### src/rtl/sh7604_sci_ctrl.sv
// SH7604 SCI bus-master sequencer: runs the SCI init sequence, then streams TX FIFO bytes to TDR.
// Optional macro SCI_CTRL_IRQ_WAIT_EN: leave WAIT on TXI_IRQ, with POLL_DLY as timeout.
module sh7604_sci_ctrl #(
  parameter int FIFO_DEPTH = 8,
  parameter int POLL_DLY   = 16
) (
  input  logic        CLK,
  input  logic        RST_N,
  input  logic        CE_R,
  input  logic        CE_F,
  input  logic        EN,
  input  logic        CFG_START,
  input  logic [7:0]  CFG_SMR,
  input  logic [7:0]  CFG_BRR,
  input  logic [7:0]  CFG_SCR,
  input  logic        ABORT,
  input  logic        PUSH,
  input  logic [7:0]  PUSH_DATA,
  output logic        FULL,
  output logic        EMPTY,
  output logic        READY,
  output logic [15:0] TX_CNT,
  output logic [31:0] IBUS_A,
  output logic [31:0] IBUS_DO,
  input  logic [31:0] IBUS_DI,
  output logic [3:0]  IBUS_BA,
  output logic        IBUS_WE,
  output logic        IBUS_REQ,
  input  logic        IBUS_BUSY,
  input  logic        TXI_IRQ
);
  localparam int AW = (FIFO_DEPTH > 1) ? $clog2(FIFO_DEPTH) : 1;
  localparam logic [AW:0] DEPTH_C   = (AW + 1)'(FIFO_DEPTH);
  localparam logic [15:0] POLL_LAST = 16'(POLL_DLY - 1);
  localparam logic [2:0] OFF_SMR = 3'd0, OFF_BRR = 3'd1, OFF_SCR = 3'd2,
                         OFF_TDR = 3'd3, OFF_SSR = 3'd4;

  typedef enum logic [3:0] {
    S_IDLE, S_CFG0, S_CFG1, S_CFG2, S_CFG3, S_RUN, S_RD_SSR, S_WAIT, S_WR_TDR, S_CLR
  } state_t;

  typedef struct packed {
    logic [31:0] a;
    logic [31:0] d;
    logic [3:0]  ba;
    logic        we;
  } bus_t;

  function automatic bus_t mk(input logic [2:0] off, input logic [7:0] d, input logic we);
    bus_t b;
    b.a  = 32'hFFFF_FE00 | {29'd0, off};
    b.d  = {4{d}};
    b.we = we;
    case (off)
      3'd1:    b.ba = 4'b0100;
      3'd2:    b.ba = 4'b0010;
      3'd3:    b.ba = 4'b0001;
      default: b.ba = 4'b1000;
    endcase
    return b;
  endfunction

  state_t          state;
  logic [7:0]      mem [FIFO_DEPTH];
  logic [AW-1:0]   wr_ptr, rd_ptr;
  logic [AW:0]     count;
  logic [7:0]      smr_q, brr_q, scr_q;
  logic [15:0]     wait_cnt;
  logic            abort_pend;
  logic            ce, bus_done, abort_go, start_ok, push_ok, pop, tdre, wait_done;
  logic            unused_ok;

  assign ce       = CE_R & EN;
  assign bus_done = IBUS_REQ & ~IBUS_BUSY;
  // A pending abort may only take effect once no bus cycle is left stalled.
  assign abort_go = (ABORT | abort_pend) & ~(IBUS_REQ & IBUS_BUSY);
  assign start_ok = CFG_START & ~ABORT & ((state == S_IDLE) | (state == S_RUN));
  assign push_ok  = PUSH & (count != DEPTH_C) & ~abort_go;
  assign pop      = bus_done & (state == S_WR_TDR);
  assign tdre     = IBUS_DI[31];
  assign FULL     = (count == DEPTH_C);
  assign EMPTY    = (count == '0);
  assign READY    = (state == S_RUN);

`ifdef SCI_CTRL_IRQ_WAIT_EN
  assign wait_done = TXI_IRQ | (wait_cnt == POLL_LAST);
  assign unused_ok = ^{CE_F, IBUS_DI[30:0]};
`else
  assign wait_done = (wait_cnt == POLL_LAST);
  assign unused_ok = ^{CE_F, IBUS_DI[30:0], TXI_IRQ};
`endif

  always_ff @(posedge CLK) begin
    if (ce && push_ok) mem[wr_ptr] <= PUSH_DATA;
  end

  always_ff @(posedge CLK or negedge RST_N) begin
    if (!RST_N) begin
      state      <= S_IDLE;
      wr_ptr     <= '0;
      rd_ptr     <= '0;
      count      <= '0;
      smr_q      <= '0;
      brr_q      <= '0;
      scr_q      <= '0;
      wait_cnt   <= '0;
      abort_pend <= 1'b0;
      TX_CNT     <= '0;
      IBUS_A     <= '0;
      IBUS_DO    <= '0;
      IBUS_BA    <= '0;
      IBUS_WE    <= 1'b0;
      IBUS_REQ   <= 1'b0;
    end else if (ce) begin
      if (abort_go) begin
        wr_ptr <= '0;
        rd_ptr <= '0;
        count  <= '0;
      end else begin
        if (push_ok) wr_ptr <= wr_ptr + 1'b1;
        if (pop)     rd_ptr <= rd_ptr + 1'b1;
        count <= count + (AW + 1)'(push_ok) - (AW + 1)'(pop);
      end

      if (pop)           TX_CNT <= TX_CNT + 16'd1;
      else if (start_ok) TX_CNT <= '0;

      // Default: drop REQ after completion; a back-to-back issue below overrides it.
      if (bus_done) IBUS_REQ <= 1'b0;
      if (ABORT && IBUS_REQ && IBUS_BUSY) abort_pend <= 1'b1;

      if (abort_go) begin
        state      <= S_IDLE;
        abort_pend <= 1'b0;
      end else if (start_ok) begin
        smr_q <= CFG_SMR;
        brr_q <= CFG_BRR;
        scr_q <= CFG_SCR;
        {IBUS_A, IBUS_DO, IBUS_BA, IBUS_WE} <= mk(OFF_SCR, 8'h00, 1'b1);
        IBUS_REQ <= 1'b1;
        state    <= S_CFG0;
      end else begin
        case (state)
          S_CFG0: if (bus_done) begin
            {IBUS_A, IBUS_DO, IBUS_BA, IBUS_WE} <= mk(OFF_SMR, smr_q, 1'b1);
            IBUS_REQ <= 1'b1;
            state    <= S_CFG1;
          end
          S_CFG1: if (bus_done) begin
            {IBUS_A, IBUS_DO, IBUS_BA, IBUS_WE} <= mk(OFF_BRR, brr_q, 1'b1);
            IBUS_REQ <= 1'b1;
            state    <= S_CFG2;
          end
          S_CFG2: if (bus_done) begin
            {IBUS_A, IBUS_DO, IBUS_BA, IBUS_WE} <= mk(OFF_SCR, scr_q, 1'b1);
            IBUS_REQ <= 1'b1;
            state    <= S_CFG3;
          end
          S_CFG3: if (bus_done) state <= S_RUN;
          S_RUN: if (!EMPTY) begin
            {IBUS_A, IBUS_DO, IBUS_BA, IBUS_WE} <= mk(OFF_SSR, 8'h00, 1'b0);
            IBUS_REQ <= 1'b1;
            state    <= S_RD_SSR;
          end
          S_RD_SSR: if (bus_done) begin
            if (tdre) begin
              {IBUS_A, IBUS_DO, IBUS_BA, IBUS_WE} <= mk(OFF_TDR, mem[rd_ptr], 1'b1);
              IBUS_REQ <= 1'b1;
              state    <= S_WR_TDR;
            end else begin
              wait_cnt <= '0;
              state    <= S_WAIT;
            end
          end
          S_WAIT: if (wait_done) begin
            {IBUS_A, IBUS_DO, IBUS_BA, IBUS_WE} <= mk(OFF_SSR, 8'h00, 1'b0);
            IBUS_REQ <= 1'b1;
            state    <= S_RD_SSR;
          end else begin
            wait_cnt <= wait_cnt + 16'd1;
          end
          S_WR_TDR: if (bus_done) begin
            {IBUS_A, IBUS_DO, IBUS_BA, IBUS_WE} <= mk(OFF_SSR, 8'h78, 1'b1);
            IBUS_REQ <= 1'b1;
            state    <= S_CLR;
          end
          S_CLR: if (bus_done) state <= S_RUN;
          default: state <= S_IDLE;
        endcase
      end
    end
  end
endmodule

### config.mk
export PLATFORM = sky130hd
export DESIGN_NAME = sh7604_sci_ctrl
export DESIGN_NICKNAME = d
export VERILOG_FILES = /design/src/rtl/sh7604_sci_ctrl.sv
export SDC_FILE = /design/constraint.sdc
export NUM_CORES = 1
export LEC_CHECK = 0
export BUFFER_PORTS_ARGS = -buffer_cell sky130_fd_sc_hd__buf_2
export CAP_MARGIN = 10
export CORE_MARGIN = 5
export CORE_UTILIZATION = 50
export CTS_BUF_LIST = sky130_fd_sc_hd__clkbuf_2 sky130_fd_sc_hd__clkbuf_4 sky130_fd_sc_hd__clkbuf_8
export DETAILED_ROUTE_END_ITERATION = 12
export PLACE_DENSITY_LB_ADDON = 0.08
export SYNTH_ARGS = -nofsm -noshare
export SYNTH_HDL_FRONTEND = slang
export SYNTH_SLANG_ARGS = --single-unit
### constraint.sdc
create_clock -name CLK -period 5.34 [get_ports CLK]
set_clock_uncertainty 0.15 [all_clocks]
set_input_delay 0.267 -clock CLK [delete_from_list [all_inputs] [get_ports CLK]]
set_output_delay 0.267 -clock CLK [all_outputs]
set_load 0.01 [all_outputs]
==> flow_summary.yaml <==
detailed_routing:
  routed_wl_um: 16900
  dr.pass1.iters: 7
  ant_nets: 0
  num_vias: 5345
  drc: 0
  wire_per_inst_um: 18.1
  drt-initial-drc-count: 391
  viasPerCell: 5.71
clock_network:
  cts_made_buffers: 17
  post_cts_buffers: 0
  cts.sinks: 153
  h-tree-depth: 4
  clk_path_buf_depth: 2
  clk_latency_ns: 0.46
  cts_tree: "built"
  cts_root_buffer: "clkbuf_8"
  path_clk_slew_ns: 0.10
  cts-resized-gates: 0
yosys:
  async_flop_share: 0.582
  synth_edf_count: 64
  ys_types: 61
  synth_seq_cells: 153
  yosysSeqAreaShare: 0.553
  synth.yosys.warnings: 0
  syn_inst: 635
  syn_area_um2: 7510
  ys.flop_type: "dfrtp_1"
  syn_avg_cell_area_um2: 11.8
floorplanning:
  coreArea_um2: 14600
  io-pin-count: 163
  die-area_um2: 17600
  fp-row-count: 44
  die_w_um: 133
  initial_core_util: 0.513
  die_y_um: 133
sta:
  fmax_mhz: 302
  period_share: 0.620
  final-setup-viol-count: 0
  rsz0062_at_grt: "false"
  finalHoldViolCount: 0
  drv_slew: 0
  slew_headroom: 0.253
  hold_ws_ns: 0.0880
  fin_ws_ns: 2.03
  fin_crit_ns: 3.31
  tightest_slew_ns: 1.12
  finalSetupTns_ns: 0
cells_and_area:
  fin_nets: 824
  synthToLayoutAreaGrowth_pct: 15.1
  nFillCells: 1203
  layout-drive-gt1-share: 0.277
  antenna_cells: 0
  mostFrequentLayoutCells: "122 x buf_2, 89 x dfrtp_1, 64 x edfxtp_1, 57 x nand2_1, 35 x dlygate4sd3_1"
  stdcell_count: 936
  seq_area_um2: 4150
  final_common_cell: "buf_2"
  multi_input_area_um2: 2820
grt:
  grt_pass1_vias: 5302
  grt_max_degree: 49
  antenna_found_initial: 0
  globalRouteOverflowTotal: 0
  grt_usage: 0.195
  grt_pass1_wl_um: 27500
power_and_ir_drop:
  cellLeakagePower_nw: 3.64
  power_density_nw_per_um2: 309
  max-vdd-ir-drop_mv: 0.173
  design_power_total_mw: 2.67
placement:
  portBuffers: 123
  gp_congestion: 0.821
  post-dp-hpwl_um: 11400
  dpl_worst_slack_ns: 2.05
  placed_cells: 869
setup_path:
  cp.required_ns: 5.51
  crit_fanout: 29
  end_kind: "register"
  crit_slowest_cell: "or4b_1"
  path_class: "reg2reg"
  slowest_delay_ns: 0.81
  start_kind: "register"
  crit_chain: "or4b_1, nor2_1, ha_1, inv_1, ha_1, fa_1, xor2_1, nand3_1, o21ai_0"
  worstPathArrival_ns: 3.48
  cpMostUsedCell: "ha_1"
hold_path:
  hp-class: "in2reg"
outcome:
  status: "finished clean"
flow_run:
  drv_cap: 0
[where the power goes]
group	switching (mW)	internal, mW	total (mW)
registers	0.0749	1.32	1.39
logic	0.223	0.209	0.432
clock network	0.501	0.348	0.849
[timing repair]
action | CTS | global route
setup endpoints to repair | 0 | 0
hold endpoints to repair | 130 | 0
hold buffers | 35 | 0
[logic make-up after synthesis]
| group | synth area share |
|---|---|
| simple gates | 0.126 |
| flops | 0.553 |
| compound gates | 0.124 |
| buf+inv | 0.0745 |
| mux | 0.0870 |
| xor+xnor | 0.0152 |
| fa+ha+maj | 0.0193 |
| other cells | 0.000500 |
[layout make-up]
type | instances | area share
clock inverter | 15 | 0.0178
tap | 184 | 0.0266
sequential | 153 | 0.480
multi-input combinational | 391 | 0.327
inverter | 14 | 0.00608
timing repair buffer | 162 | 0.116
clock buffer | 17 | 0.0271
[path summary, 6_finish.rpt]
kind,startpoint,to,slack (ns),cells after the start
setup / recovery,state[0],count[2],2.03,9
hold / removal,EN,count[0],0.09,4
setup reg to reg,state[0],count[2],2.03,9
hold reg to reg,IBUS_BA[3],IBUS_BA[3],0.35,1
max in group asynchronous,RST_N,smr_q[2],3.82,3
min in group asynchronous,RST_N,wait_cnt[14],0.19,2
[routing by layer]
metal,global-route usage,share of wire
met1,0.252,0.43
met3,0.0490,0.057
met5,0,0
met4,0.0606,0.015
met2,0.326,0.50
[per-stage QoR]
| stage | instance area [um2] | util |
|---|---|---|
| floorplan | 7520 | - |
| global placement | 7900 | 0.540 |
| detailed placement | 7900 | 0.540 |
| CTS | 8640 | 0.590 |
| global route | 8640 | 0.590 |
| finish | 8640 | 0.590 |
[Yosys cell counts (5+ instances only)]
master     count  area (um2)
nand4_1        6        37.5
clkbuf_1      23        86.3
nor2_1        32         120
a22o_1        12         105
buf_4         52         390
o211ai_1      11        82.6
a22oi_1       12        90.1
nor3b_1        5        37.5
ha_1          10         125
or4_1          9        67.6
inv_1         14        52.6
a2bb2oi_1      5        43.8
xnor2_1        9        78.8
o31ai_1       10        75.1
nand2b_1       8        50.1
nor3_1         7        35.0
and3_1         6        37.5
mux2_2        24         270
edfxtp_1      64        1920
dfrtp_1       89        2230
mux4_2        16         360
a21oi_1       22         110
o21ai_0       34         170
nand3_1       18        90.1
nor4_1         8        50.1
nor2b_1        8        50.1
nand2_1       57         214
[registers in the layout, indices dropped and copies added, names as in the netlist, 3 cells and up]
name	cells
smr_q	8
wait_cnt	16
scr_q	8
IBUS_BA	4
IBUS_DO	8
count	4
state	4
TX_CNT	16
brr_q	8
wr_ptr	3
mem	64
rd_ptr	3
IBUS_A	4
[worst max-delay path: cells and delay by family (launching register included)]
family / cells / cell delay (ns)
AND/OR/NAND/NOR: 3 / 1.22
XOR/XNOR: 1 / 0.17
AO/OA/AOI/OAI: 1 / 0.09
buffers and inverters: 1 / 0.04
adder cells (fa/ha/maj): 3 / 0.79
flip-flops: 1 / 0.71
Power figures use the tool's default switching activity.
